`config.mk`:
```
export PLATFORM = sky130hd
export DESIGN_NAME = router_fifo_flat
export DESIGN_NICKNAME = d
export VERILOG_FILES = /design/src/rtl/router_fifo_if.sv /design/src/rtl/router_fifo.sv /design/src/flat_wrapper.sv
export SDC_FILE = /design/constraint.sdc
export NUM_CORES = 1
export LEC_CHECK = 0
export ABC_AREA = 1
export BUFFER_PORTS_ARGS = -buffer_cell sky130_fd_sc_hd__buf_2
export CAP_MARGIN = 15
export CORE_MARGIN = 2
export CORE_UTILIZATION = 35
export DETAILED_ROUTE_END_ITERATION = 6
export GPL_ROUTABILITY_DRIVEN = 0
export SLEW_MARGIN = 10
export SYNTH_ARGS = -nofsm -noshare
export SYNTH_HDL_FRONTEND = slang
export SYNTH_SLANG_ARGS = --single-unit
```
`constraint.sdc`:
```
create_clock -name clock -period 2.5 [get_ports clock]
set_input_delay 0.25 -clock clock [delete_from_list [all_inputs] [get_ports clock]]
set_output_delay 0.25 -clock clock [all_outputs]
set_load 0.05 [all_outputs]
```
`src/rtl/router_fifo_if.sv`:
```
// router_fifo_if: byte-stream bus between the router's synchroniser/destination
// side (master) and one per-port output FIFO (slave).
//   write_enb  : write request          read_enb   : read request
//   lfd_state  : header tag for data_in data_in    : byte to store
//   data_out   : registered read byte   full/empty : occupancy flags
//   pkt_active : packet being read out  ovf_err    : sticky misuse flag
interface router_fifo_if;
   logic       write_enb;
   logic       read_enb;
   logic       lfd_state;
   logic [7:0] data_in;
   logic [7:0] data_out;
   logic       full;
   logic       empty;
   logic       pkt_active;
   logic       ovf_err;

   modport master (
      output write_enb, read_enb, lfd_state, data_in,
      input  data_out, full, empty, pkt_active, ovf_err
   );

   modport slave (
      input  write_enb, read_enb, lfd_state, data_in,
      output data_out, full, empty, pkt_active, ovf_err
   );
endinterface

```
`src/rtl/router_fifo.sv`:
```
// router_fifo: per-port output buffer of the 1x3 router. Stores {header tag, byte}
// entries and tracks packet boundaries on the read side.
// Ports:
//   clock      : single clock, rising edge
//   reset      : synchronous active-high reset (priority over soft_reset)
//   soft_reset : synchronous active-high flush, same effect as reset
//   bus        : router_fifo_if.slave (write/read requests, data, flags)
// Optional feature: define ROUTER_FIFO_ERR_CHK_EN to build the sticky ovf_err
// detector (write while full / read while empty); otherwise ovf_err is 0.
module router_fifo #(
   parameter int unsigned DEPTH = 16,
   parameter int unsigned AW    = 4
) (
   input  logic          clock,
   input  logic          reset,
   input  logic          soft_reset,
   router_fifo_if.slave  bus
);

   localparam int unsigned PW = AW + 1;
   localparam int unsigned EW = 9;
   localparam int unsigned CW = 6;

   logic [EW-1:0] mem_q [DEPTH];

   logic [PW-1:0] wr_ptr_q, wr_ptr_d;
   logic [PW-1:0] rd_ptr_q, rd_ptr_d;
   logic [CW-1:0] pkt_cnt_q, pkt_cnt_d;
   logic [7:0]    data_out_q, data_out_d;

   logic          flush;
   logic          full_c;
   logic          empty_c;
   logic          wr_acc;
   logic          rd_acc;
   logic [EW-1:0] rd_entry;

   assign flush   = reset | soft_reset;
   // Extra pointer MSB distinguishes full from empty when the low bits match.
   assign empty_c = (wr_ptr_q == rd_ptr_q);
   assign full_c  = (wr_ptr_q[AW] != rd_ptr_q[AW]) &&
                    (wr_ptr_q[AW-1:0] == rd_ptr_q[AW-1:0]);
   assign wr_acc  = bus.write_enb & ~full_c;
   assign rd_acc  = bus.read_enb & ~empty_c;
   assign rd_entry = mem_q[rd_ptr_q[AW-1:0]];

   // Storage array; contents survive reset, only the pointers are cleared.
   always_ff @(posedge clock) begin
      if (!flush && wr_acc) begin
         mem_q[wr_ptr_q[AW-1:0]] <= {bus.lfd_state, bus.data_in};
      end
   end

   // Next-state for pointers, read data and packet counter.
   always_comb begin
      wr_ptr_d   = wr_ptr_q;
      rd_ptr_d   = rd_ptr_q;
      data_out_d = data_out_q;
      pkt_cnt_d  = pkt_cnt_q;
      if (wr_acc) begin
         wr_ptr_d = wr_ptr_q + PW'(1);
      end
      if (rd_acc) begin
         rd_ptr_d   = rd_ptr_q + PW'(1);
         data_out_d = rd_entry[7:0];
         // Header carries payload length in [7:2]; +1 covers the parity byte.
         if (rd_entry[8]) begin
            pkt_cnt_d = CW'(rd_entry[7:2] + CW'(1));
         end else if (pkt_cnt_q != '0) begin
            pkt_cnt_d = pkt_cnt_q - CW'(1);
         end
      end
   end

   // State registers with synchronous reset/flush.
   always_ff @(posedge clock) begin
      if (reset) begin
         wr_ptr_q   <= '0;
         rd_ptr_q   <= '0;
         pkt_cnt_q  <= '0;
         data_out_q <= 8'h00;
      end else if (soft_reset) begin
         wr_ptr_q   <= '0;
         rd_ptr_q   <= '0;
         pkt_cnt_q  <= '0;
         data_out_q <= 8'h00;
      end else begin
         wr_ptr_q   <= wr_ptr_d;
         rd_ptr_q   <= rd_ptr_d;
         pkt_cnt_q  <= pkt_cnt_d;
         data_out_q <= data_out_d;
      end
   end

`ifdef ROUTER_FIFO_ERR_CHK_EN
   logic ovf_q, ovf_d;

   // Sticky flag for any request the FIFO had to refuse.
   always_comb begin
      ovf_d = ovf_q | (bus.write_enb & full_c) | (bus.read_enb & empty_c);
   end

   always_ff @(posedge clock) begin
      if (flush) begin
         ovf_q <= 1'b0;
      end else begin
         ovf_q <= ovf_d;
      end
   end

   assign bus.ovf_err = ovf_q;
`else
   assign bus.ovf_err = 1'b0;
`endif

   assign bus.data_out   = data_out_q;
   assign bus.full       = full_c;
   assign bus.empty      = empty_c;
   assign bus.pkt_active = (pkt_cnt_q != '0);

endmodule

```
`src/flat_wrapper.sv`:
```
// flat-port wrapper written by rule: the top's interface ports become plain ports
module router_fifo_flat 
#(
   parameter int unsigned DEPTH = 16,
   parameter int unsigned AW    = 4
)
  (clock, reset, soft_reset, bus_write_enb, bus_read_enb, bus_lfd_state, bus_data_in, bus_data_out, bus_full, bus_empty, bus_pkt_active, bus_ovf_err);
  router_fifo_if bus_i ();
  input  logic clock;
  input  logic reset;
  input  logic soft_reset;
  input wire logic [$bits(bus_i.write_enb)-1:0] bus_write_enb;
  input wire logic [$bits(bus_i.read_enb)-1:0] bus_read_enb;
  input wire logic [$bits(bus_i.lfd_state)-1:0] bus_lfd_state;
  input wire logic [$bits(bus_i.data_in)-1:0] bus_data_in;
  output wire logic [$bits(bus_i.data_out)-1:0] bus_data_out;
  output wire logic [$bits(bus_i.full)-1:0] bus_full;
  output wire logic [$bits(bus_i.empty)-1:0] bus_empty;
  output wire logic [$bits(bus_i.pkt_active)-1:0] bus_pkt_active;
  output wire logic [$bits(bus_i.ovf_err)-1:0] bus_ovf_err;
  assign bus_i.write_enb = bus_write_enb;
  assign bus_i.read_enb = bus_read_enb;
  assign bus_i.lfd_state = bus_lfd_state;
  assign bus_i.data_in = bus_data_in;
  assign bus_data_out = bus_i.data_out;
  assign bus_full = bus_i.full;
  assign bus_empty = bus_i.empty;
  assign bus_pkt_active = bus_i.pkt_active;
  assign bus_ovf_err = bus_i.ovf_err;
  router_fifo #(.DEPTH(DEPTH), .AW(AW)) u_core (.clock(clock), .reset(reset), .soft_reset(soft_reset), .bus(bus_i));
endmodule
```
Word level (Yosys, flattened, before mapping)
Memory sizes are Yosys's and may differ from the RTL's. A register that Yosys moved wholly into a read port is not among the register bits.
Index checks and enable logic that the tools add are counted.
{ "totals": {"ff_bits": 24, "ramBits": 144, "word_cells": 30, "mem_count": 1} }
{ "classes": {"add_sub_neg": 4, "n_eq_ne": 3, "muxes": 6, "n_bitwise": 5, "n_reduce_logical": 7} }
{ "memory_table": {"columns": ["memory", "words", "width", "rd", "rd_ports_with_merged_regs", "wr", "line_no", "rtl"], "rows": [
  ["u_core.mem_q", 16, 9, 1, 1, 1, "router_fifo.sv:24", "logic [EW-1:0] mem_q [DEPTH];"]
]} }
{ "op_table": {"columns": ["op", "n"], "rows": [
  ["$mux 6", 2],
  ["$add 5x1->5 const B", 2],
  ["$mux 4", 2],
  ["$add 6x1->6 const B", 1],
  ["$reduce_bool 6->1", 1],
  ["$sub 6x1->6 const B", 1],
  ["$eq 5x5->1", 1],
  ["$eq 4x4->1", 1],
  ["$and 1x1->1", 2],
  ["$logic_and 1x1->1", 2],
  ["$mux 1", 2],
  ["$not 1->1", 2],
  ["$reduce_and 2->1", 1],
  ["$reduce_bool 2->1", 1],
  ["$reduce_or 2->1", 1],
  ["$logic_not 1->1", 1],
  ["$ne 1x1->1", 1],
  ["$or 1x1->1", 1]
]} }

Longest topological paths before layout
Gate-level depths: netlist of run 1.
{ "depth": {"depth_word": 7, "ltp_mapped": 15, "ltp_nobuf": 13} }

Worst setup path after synthesis of run 1
No wires, ideal clock.
{ "synth_timing": {"path_kind": "register to register", "startpoint": "register u_core.rd_ptr_q[0]", "endpoint": "memory u_core.mem_q[11][0] (enable)", "setup_time_ps": 387, "arrival_time_ps": 1689, "required_time_ps": 2113, "path_slack_ps": 425, "stages_incl_launch_ff": 9, "cell_sequence": "dfxtp_1 > xor2_1 > nor2_1 > nand2_1 > or2_2 > nand2_1 > inv_1 > nand2_1 > nor3_1"} }
{ "synth_via": {"elab_chain_len": 7} }
{ "synth_rtl": {"columns": ["element", "line_no", "rtl"], "rows": [
  ["start, declared", "router_fifo.sv:27", "logic [PW-1:0] rd_ptr_q, rd_ptr_d;"],
  ["start signal, assigned", "router_fifo.sv:89", "rd_ptr_q <= rd_ptr_d;"],
  ["$eq 4x4->1", "router_fifo.sv:42", "(wr_ptr_q[AW-1:0] == rd_ptr_q[AW-1:0]);"],
  ["$logic_and 1x1->1", "router_fifo.sv:41", "assign full_c = (wr_ptr_q[AW] != rd_ptr_q[AW]) &&"],
  ["$not 1->1", "router_fifo.sv:43", "assign wr_acc = bus.write_enb & ~full_c;"],
  ["$and 1x1->1", "router_fifo.sv:43", null],
  ["$logic_and 1x1->1", "router_fifo.sv:49", "if (!flush && wr_acc) begin"],
  ["$mux 1", "router_fifo.sv:49", null],
  ["$mux 1 (not written as such)", "router_fifo.sv:50", "mem_q[wr_ptr_q[AW-1:0]] <= {bus.lfd_state, bus.data_in};"],
  ["end, declared", "router_fifo.sv:24", null]
]} }
Every way passes these cells.

Final worst setup path of run 1
{ "layout_timing": {"startpoint": "register u_core.wr_ptr_q[0]", "endpoint": "memory u_core.mem_q[12][3] (enable)"} }
{ "layout_via": {"elab_chain_len": 7} }
{ "layout_rtl": {"columns": ["element", "line_no", "rtl"], "rows": [
  ["start, declared", "router_fifo.sv:26", "logic [PW-1:0] wr_ptr_q, wr_ptr_d;"],
  ["start signal, assigned", "router_fifo.sv:88", "wr_ptr_q <= wr_ptr_d;"],
  ["$eq 4x4->1", "router_fifo.sv:42", null],
  ["$logic_and 1x1->1", "router_fifo.sv:41", null],
  ["$not 1->1", "router_fifo.sv:43", null],
  ["$and 1x1->1", "router_fifo.sv:43", null],
  ["$logic_and 1x1->1", "router_fifo.sv:49", null],
  ["$mux 1", "router_fifo.sv:49", null],
  ["$mux 1 (not written as such)", "router_fifo.sv:50", null]
]} }
Parallel ways exist; a longest one is shown, timed or not.

==> results.md, run 1 <==
- The worst hold path belongs to the class primary input to flip-flop.
- The total count of max-transition violations in the final report came to 0.
- The number of nets in the finished design is around 750.
- The final routed DRC violation total is 0.
- Once detailed placement completed, the half-perimeter wirelength came to roughly 11000 um.
- The number of antenna diodes in the final layout is 0.
- The tree built by TritonCTS fans out to ~170 sinks.
- The number of buffers added to fix hold violations after cts is 0.
- The sequential element share of the synthesized area is 0.6599.
- The number of warnings issued by yosys is 0.
- The clock tree from TritonCTS is yes.
- The max capacitance violation total is 0.
- The fraction of layout cells with a size suffix above 1 is 0.1477.
- In this run the worst path has a maximum fanout of 7.
- The time the worst path needs with I/O delays and setup is between 2 and 2.5 ns.
- The number of antenna violations at the first check in global routing came to 0.
- Entering global routing, the biggest net connects 55 pins.
- The number of synthesized flops with an enable pin is ~140.
- Summed over all layers, the routed wires come to 17460 um.
- The clock arrives with 0.008135 ns of skew.
- The most used flip-flop cell after synthesis is sky130_fd_sc_hd__edfxtp_1.
- The number of cells upsized or downsized after cts is 0.
- The path depth of the worst reg2reg path is 10.
- The period utilization is 0.8504.
- The launch point of the worst hold path is bus_data_in[1].
- Synthesis produced just under 700 cells.
- The core region is 20890 um2.
- The run finished with clean final reports.
- The tree is rooted in a sky130_fd_sc_hd__clkbuf_16.
- The post-synthesis net count is between 700 and 800.
- For this design the ratio of total power to cell area is between 700 and 800 nW/um2.
- The clock reaches the later pin of the worst-skew pair after approximately 0.42 ns.
- The post-detailed-route count of antenna-violating nets is 0.
- The layout overhead on the synthesized area is 15.23%.
- The worst setup path is captured at a flip-flop.
- The endpoint of the worst hold-timing path is u_core.mem_q[0][1].
- The capture point of the worst reg-to-reg path is u_core.mem_q[12][3].
- The post-synthesis instance area is 7402 um2.
- Along the worst hold path, the cell count comes to 1.
- STA classifies the critical path startpoint as a flip-flop.
- Leaving out fill and tap cells, the most frequent cells in the layout are sky130_fd_sc_hd__edfxtp_1 (144), sky130_fd_sc_hd__nand2_1 (138), sky130_fd_sc_hd__nand3_1 (73).
- IR analysis of the VDD net gives a maximum drop of 0.0004034 V.
- The via count of the first global-routing pass is just under 5000.
- The arrival time reported for the critical path endpoint is 2.25 ns.
- The floorplan has 53 rows.
- For this run the aggregate overflow at the end of global routing stands at 0.
- The wire length of the first global-routing pass is approximately 27000 um.
- Counting flops and latches in the post-synthesis netlist gives between 150 and 200.
- The floorplan step defined a die boundary enclosing about 22000 um2.
- In this run the tightest slew margin relative to its limit is 0.4340.
- The async set or reset register ratio after synthesis is 0.
- The initial utilization of the core area, before any placement, comes to 0.3544.
- The smallest hold slack is around 0.21 ns.
- The die is 149.4 um wide.
- The number of endpoints with negative hold slack in the final report was 0.
- STA puts the critical path data required time at ~2.6 ns.
- Clock-pin slew was measured on the worst setup and hold paths at about 0.06 ns.
- The highest clock rate is around 470 MHz.
- Setup repair after global routing left no endpoint under its margin.
- The number of buffers on the longest clock path is 2.
- The type of the worst setup path is flip-flop to flip-flop.
- The worst setup slack for register-to-register paths is between 0.3 and 0.4 ns.
- The die height is roughly 150 um.
- The worst reg2reg path startpoint is u_core.wr_ptr_q[0].
- The count of input and output buffers is 24.
- The first routing iteration left 474 violations.
- The H-tree was split into 4 levels.
- Setup violations remaining at the end of the flow were counted as 0.
- Across every metal layer, demand over resource in global routing totals 0.1663.
- TritonCTS created 17 clock buffers.
- The average footprint of a synthesized cell is between 10 and 15 um2.
- For the pin with the worst max-slew slack, the measured transition is ~0.84 ns.
- The cell leakage power is between 0.003 and 0.004 uW.
- The number of iterations in the first detailed-routing pass is 7.
- After detailed routing, the number of vias per cell comes to approximately 4.8.
- Post-CTS timing repair inserted 0 buffers for setup.
- The number of different library cells used by synthesis comes to 36.
- The setup TNS is 0 ns.
- 26 I/O pins were placed.
- The via count of the routed design is 4874.
- After detailed routing, the average wire length per cell comes to about 17 um.
- The commonest non-fill, non-tap cell in the layout is sky130_fd_sc_hd__edfxtp_1.
-- registers in the layout (all words and copies together), names as in the netlist, named ones only --
register / flops
u_core.wr_ptr_q: 5
u_core.rd_ptr_q: 5
u_core.mem_q: 144
u_core.pkt_cnt_q: 6
u_core.bus.data_out: 8
-- layout make-up --
class / count / area [um2]
Inverter: 63 / 239.0
Sequential cell: 172 / 4886
Clock buffer: 21 / 450.4
Tap cell: 275 / 344.1
Fill cell: 1995 / 12360
Multi-Input combinational cell: 413 / 2028
Clock inverter: 11 / 168.9
Timing Repair Buffer: 58 / 412.9
-- through the flow --
stage                     area (um2)  cells  total power, uW  utilization  worst slack [ns]
after floorplan                 7402    680             3427            -            0.4247
after global placement          7910    981             3539       0.3787            0.3981
after detailed placement        7910    981             3541       0.3787            0.3606
after CTS                       8529   1013             6282       0.4083            0.3476
after global routing            8529   1013             6436       0.4083            0.1388
final                           8529   1013             6236       0.4083            0.3741
-- worst max-delay path, cell delays in order (launching register included) --
cell                      delay (ns)
sky130_fd_sc_hd__dfxtp_1        0.42
sky130_fd_sc_hd__xor2_1         0.16
sky130_fd_sc_hd__nor2_1         0.07
sky130_fd_sc_hd__nand2_1        0.06
sky130_fd_sc_hd__or2_2          0.10
sky130_fd_sc_hd__nand2_1        0.07
sky130_fd_sc_hd__buf_4          0.15
sky130_fd_sc_hd__nor2_1         0.15
sky130_fd_sc_hd__nand2_1        0.15
sky130_fd_sc_hd__nor2_1         0.26
sky130_fd_sc_hd__buf_4          0.25
-- how the worst max path moves through the flow --
stage,from,end
after CTS,u_core.wr_ptr_q[0],u_core.mem_q[12][3]
after global routing,u_core.wr_ptr_q[3],u_core.mem_q[15][5]
after global placement,flip-flop,u_core.pkt_cnt_q[5]
after detailed placement,flip-flop,u_core.pkt_cnt_q[4]
final,u_core.wr_ptr_q[0],u_core.mem_q[12][3]
after floorplan,u_core.rd_ptr_q[0],u_core.mem_q[11][0]
-- metal layers --
metal / track usage / vias to the layer above / part of all wire
met1: 0.2246 / 2307 / 0.46
met2: 0.2635 / 113 / 0.47
met5: 0 / - / 0
li1: - / 2427 / -
met3: 0.03171 / 27 / 0.045
met4: 0.06952 / 0 / 0.027
-- synthesized netlist by cell type (all sizes together) (7+ instances only) --
library cell	count	area, um2
o221ai	7	61.31
inv	61	231.5
nand2	147	584.3
edfxtp	144	4324
buf	25	227.7
o21ai	52	271.5
nor2	64	240.2
o211ai	8	60.06
ha	8	100.1
a21oi	25	125.1
dfxtp	28	560.5
nand3	77	405.4
clkbuf	7	27.52
-- power breakdown --
| part | switching, uW | leakage [uW] | internal [uW] | total, uW |
|---|---|---|---|---|
| registers | 11.9 | 0.00152 | 3120 | 3130 |
| logic | 249 | 0.00145 | 97.2 | 346 |
| clock network | 1060 | 0.000289 | 1700 | 2760 |
-- cells by family (layout without fill, tap and decap cells) --
logic type	count (synthesis)	in the layout	synth area share
buffers and inverters	95	153	0.06677
AND/OR/NAND/NOR	295	295	0.1712
adder cells (fa/ha/maj)	8	8	0.01352
XOR/XNOR	8	8	0.009466
flip-flops	172	172	0.6599
other	1	1	0.0005066
AO/OA/AOI/OAI	101	101	0.07860
No activity file was read; power rests on OpenSTA's default activity.
==> inputs of run 2 (changes only) <==
--- a/config.mk
+++ b/config.mk
@@ -8,11 +8,11 @@
 export ABC_AREA = 1
 export BUFFER_PORTS_ARGS = -buffer_cell sky130_fd_sc_hd__buf_2
 export CAP_MARGIN = 15
-export CORE_MARGIN = 2
+export CORE_MARGIN = 1.5
 export CORE_UTILIZATION = 35
 export DETAILED_ROUTE_END_ITERATION = 6
 export GPL_ROUTABILITY_DRIVEN = 0
-export SLEW_MARGIN = 10
+export SLEW_MARGIN = 20
 export SYNTH_ARGS = -nofsm -noshare
 export SYNTH_HDL_FRONTEND = slang
 export SYNTH_SLANG_ARGS = --single-unit
==> run 2 against run 1 <==
  * Count of clock-buffer cells in the layout shrank 4
  * Final cell count shrank 0.30%
  * Clock skew shrank 0.0027 ns
  * Critical endpoint is now bus_full
  * Largest power group unchanged
  * Die area shrank 1.3%
  * Register-to-register slack gained 0.12 ns
  * Critical path type is now flip-flop to primary output
  * Largest cell class unchanged
  * Sequential power is essentially flat
  * Clock power shrank 3%
  * Total power shrank 1.1%
==> results.md, run 2 (synthesis gave the netlist of run 1 again) <==
- The run finished with clean final reports.
- The count of input and output buffers was 24 (unchanged).
- The final setup violation count is 0 (unchanged).
- The number of clock buffers inserted by TritonCTS is 17 (unchanged).
- In this run the critical register-to-register path is captured at u_core.mem_q[12][2].
- The worst hold path belongs to the class primary input to flip-flop.
- The clock slew seen by the registers of the worst setup and hold paths was 0.06 ns (about the same).
- The number of levels in the clock H-tree was 4 (unchanged).
- The ratio of total power to cell area is 727.4 nW/um2 (-0.51%).
- The overall routing resource usage is 0.1663 (about the same).
- The number of antenna violations at the first check in global routing was 0 (unchanged).
- The detailed-route wire length on metal 1 was 8124 um (+2.0%).
- The area of the core came to 20890 um2 (unchanged).
- After detailed routing, no signal wire sits above met4.
- The global route total overflow is 0 (unchanged).
- The post-DP HPWL is 10920 um (+1.3%).
- The antenna cell count is 0 (unchanged).
- The top cell types in the final layout, fill and taps aside, are sky130_fd_sc_hd__edfxtp_1 (144), sky130_fd_sc_hd__nand2_1 (138), sky130_fd_sc_hd__nand3_1 (73).
- The end-of-flow core utilization is 0.4059 (-0.002456).
- The clock latency reported for the late side of the worst-skew pair is 0.43 ns (about the same).
- The pin count of the biggest net entering global routing is 78 (+42%).
- The post-layout instance count excluding filler cells is 1010 (-0.30%).
- The final routed DRC violation total is 0 (unchanged).
- The number of cell rows came to 53 (unchanged).
- The number of flip-flops under the largest register name is 144 (unchanged).
- The fraction of layout cells with a size suffix above 1 was 0.1442 (-0.003479).
- The starting density of the core is 0.3544 (unchanged).
- STA classifies the critical path endpoint as a primary output.
- The number of cells traversed by the worst hold path is 1 (unchanged).
- The biggest fanout along the worst timing path came to 6 (-1).
- The number of primary I/O pins is 26 (unchanged).
- The die height is 148.4 um (-0.67%).
- The arrival time reported for the critical path endpoint came to 1.79 ns (-0.46 ns).
- The horizontal die dimension is 148.4 um (-0.67%).
- The path with the worst hold slack has its endpoint at u_core.mem_q[5][5].
- The number of design-rule violations left by the first detailed-router iteration is 397 (-16%).
- The die area was 22030 um2 (-1.3%).
- The smallest hold slack is 0.2032 ns (-0.007517 ns).
- By startpoint and endpoint, the worst setup path is classified as flip-flop to primary output.
- The number of buffers on the longest clock path is 2 (unchanged).
- The post-detailed-route count of antenna-violating nets is 0 (unchanged).
- The setup TNS is 0 ns (unchanged).
- Setup repair after global routing left no endpoint under its margin.
- The number of nets in the finished design is 744 (-0.40%).
- The worst setup slack for register-to-register paths is 0.49 ns (+0.12 ns).
- The time the worst path needs with I/O delays and setup is 2.041 ns (-0.08477 ns).
- The layout filler cell count was 2000 (+0.25%).
- The commonest non-fill, non-tap cell in the layout is sky130_fd_sc_hd__edfxtp_1.
- STA classifies the critical path startpoint as a flip-flop.
- The wire length of the first global-routing pass is 26760 um (-2.1%).
- The worst clock skew on the final layout came to 0.005421 ns (-0.002714 ns).
- In this run the clock root is driven by a sky130_fd_sc_hd__clkbuf_16.
- The worst vdd rail ir drop is 0.0004536 V (+12%).
- The number of iterations in the first detailed-routing pass came to 5 (-2).
- The via count of the first global-routing pass is 4566 (-4.9%).
- The startpoint identified for the worst hold timing path is bus_data_in[5].
- The number of vias per cell was 4.891 (+1.7%).
- The routed wire length is 17520 um (+0.32%).
- The max capacitance violation total is 0 (unchanged).
- The met2 layer wire length in the routed design came to 8413 um (+2.1%).
- The number of endpoints with negative hold slack in the final report is 0 (unchanged).
- The count of clock tree sinks came to 172 (unchanged).
- The cell leakage power is 0.003255 uW (-0.29%).
- The total count of max-transition violations in the final report is 0 (unchanged).
- The path depth of the worst reg2reg path came to 9 (-1).
- The buffers inserted during post-CTS setup optimization is 0 (unchanged).
- The number of cells upsized or downsized after cts came to 0 (unchanged).
- The placed instance area was 7883 um2 (-0.35%).
- The worst reg2reg path startpoint is u_core.rd_ptr_q[0].
- The routed wire length on met3 came to 591 um (-25%).
- The number of buffers added to fix hold violations after cts is 0 (unchanged).
- The period utilization is 0.8165 (-0.03391).
- The clock tree from TritonCTS is yes.
- The worst path required time is 2.25 ns (-0.37 ns).
- The instance count after placement with tap cells included is 978 (-0.31%).
- The via count of the routed design is 4940 (+1.4%).
- The layout overhead on the synthesized area is 14.54%.
- The wire length per cell is 17.34 um (+0.62%).
- The highest clock rate is 489.9 MHz (+4.2%).
- The design area is 8478 um2 (-0.60%).
==> run 2: area by class of cell <==
| cell class | count | area, um2 | area share |
|---|---|---|---|
| Timing Repair Buffer | 55 | 390.4 | 0.04604 |
| Inverter | 63 | 239.0 | 0.02819 |
| Multi-Input combinational cell | 413 | 2023 | 0.2386 |
| Tap cell | 275 | 344.1 | 0.04058 |
| Clock buffer | 17 | 425.4 | 0.05018 |
| Sequential cell | 172 | 4886 | 0.5763 |
| Clock inverter | 15 | 170.2 | 0.02007 |
==> run 2: layer usage <==
layer	up-vias	track usage
li1	2414	-
met1	2393	0.2205
met2	110	0.2681
met3	23	0.03129
met4	0	0.06931
met5	-	0
==> run 2: how the worst max path moves through the flow <==
| stage | start | slack (ns) | depth (start not counted) | endpoint |
|---|---|---|---|---|
| finish | u_core.rd_ptr_q[0] | 0.46 | 6 | bus_full |
| detailed placement | flip-flop | 0.51 | 12 | u_core.pkt_cnt_q[2] |
| global route | flip-flop | 0.32 | 13 | u_core.pkt_cnt_q[4] |
| global placement | u_core.wr_ptr_q[1] | 0.52 | 9 | u_core.mem_q[12][5] |
| floorplan | u_core.rd_ptr_q[0] | 0.42 | 8 | u_core.mem_q[11][0] |
| CTS | u_core.rd_ptr_q[0] | 0.45 | 6 | bus_full |
==> run 2: per-stage QoR <==
stage	worst slack, ns	total power, uW
final	0.4589	6167
after global routing	0.3152	6343
after CTS	0.4547	6206
after detailed placement	0.5149	3536
after global placement	0.5243	3533
after floorplan	0.4247	3427
==> run 2: worst max-delay path: stages, from the launching register on <==
cell,delay (ns)
sky130_fd_sc_hd__dfxtp_1,0.45
sky130_fd_sc_hd__xor2_1,0.10
sky130_fd_sc_hd__nor2_1,0.15
sky130_fd_sc_hd__nand2_1,0.07
sky130_fd_sc_hd__or2_2,0.29
sky130_fd_sc_hd__inv_1,0.05
sky130_fd_sc_hd__buf_2,0.25
==> run 2: where the power goes <==
part | leakage (uW) | internal [uW] | total [uW] | switching, uW
sequential | 0.00152 | 3120 | 3130 | 13.0
clock | 0.000293 | 1570 | 2690 | 1120
combinational | 0.00144 | 94.8 | 341 | 247
total | 0.00325 | 4780 | 6170 | 1380
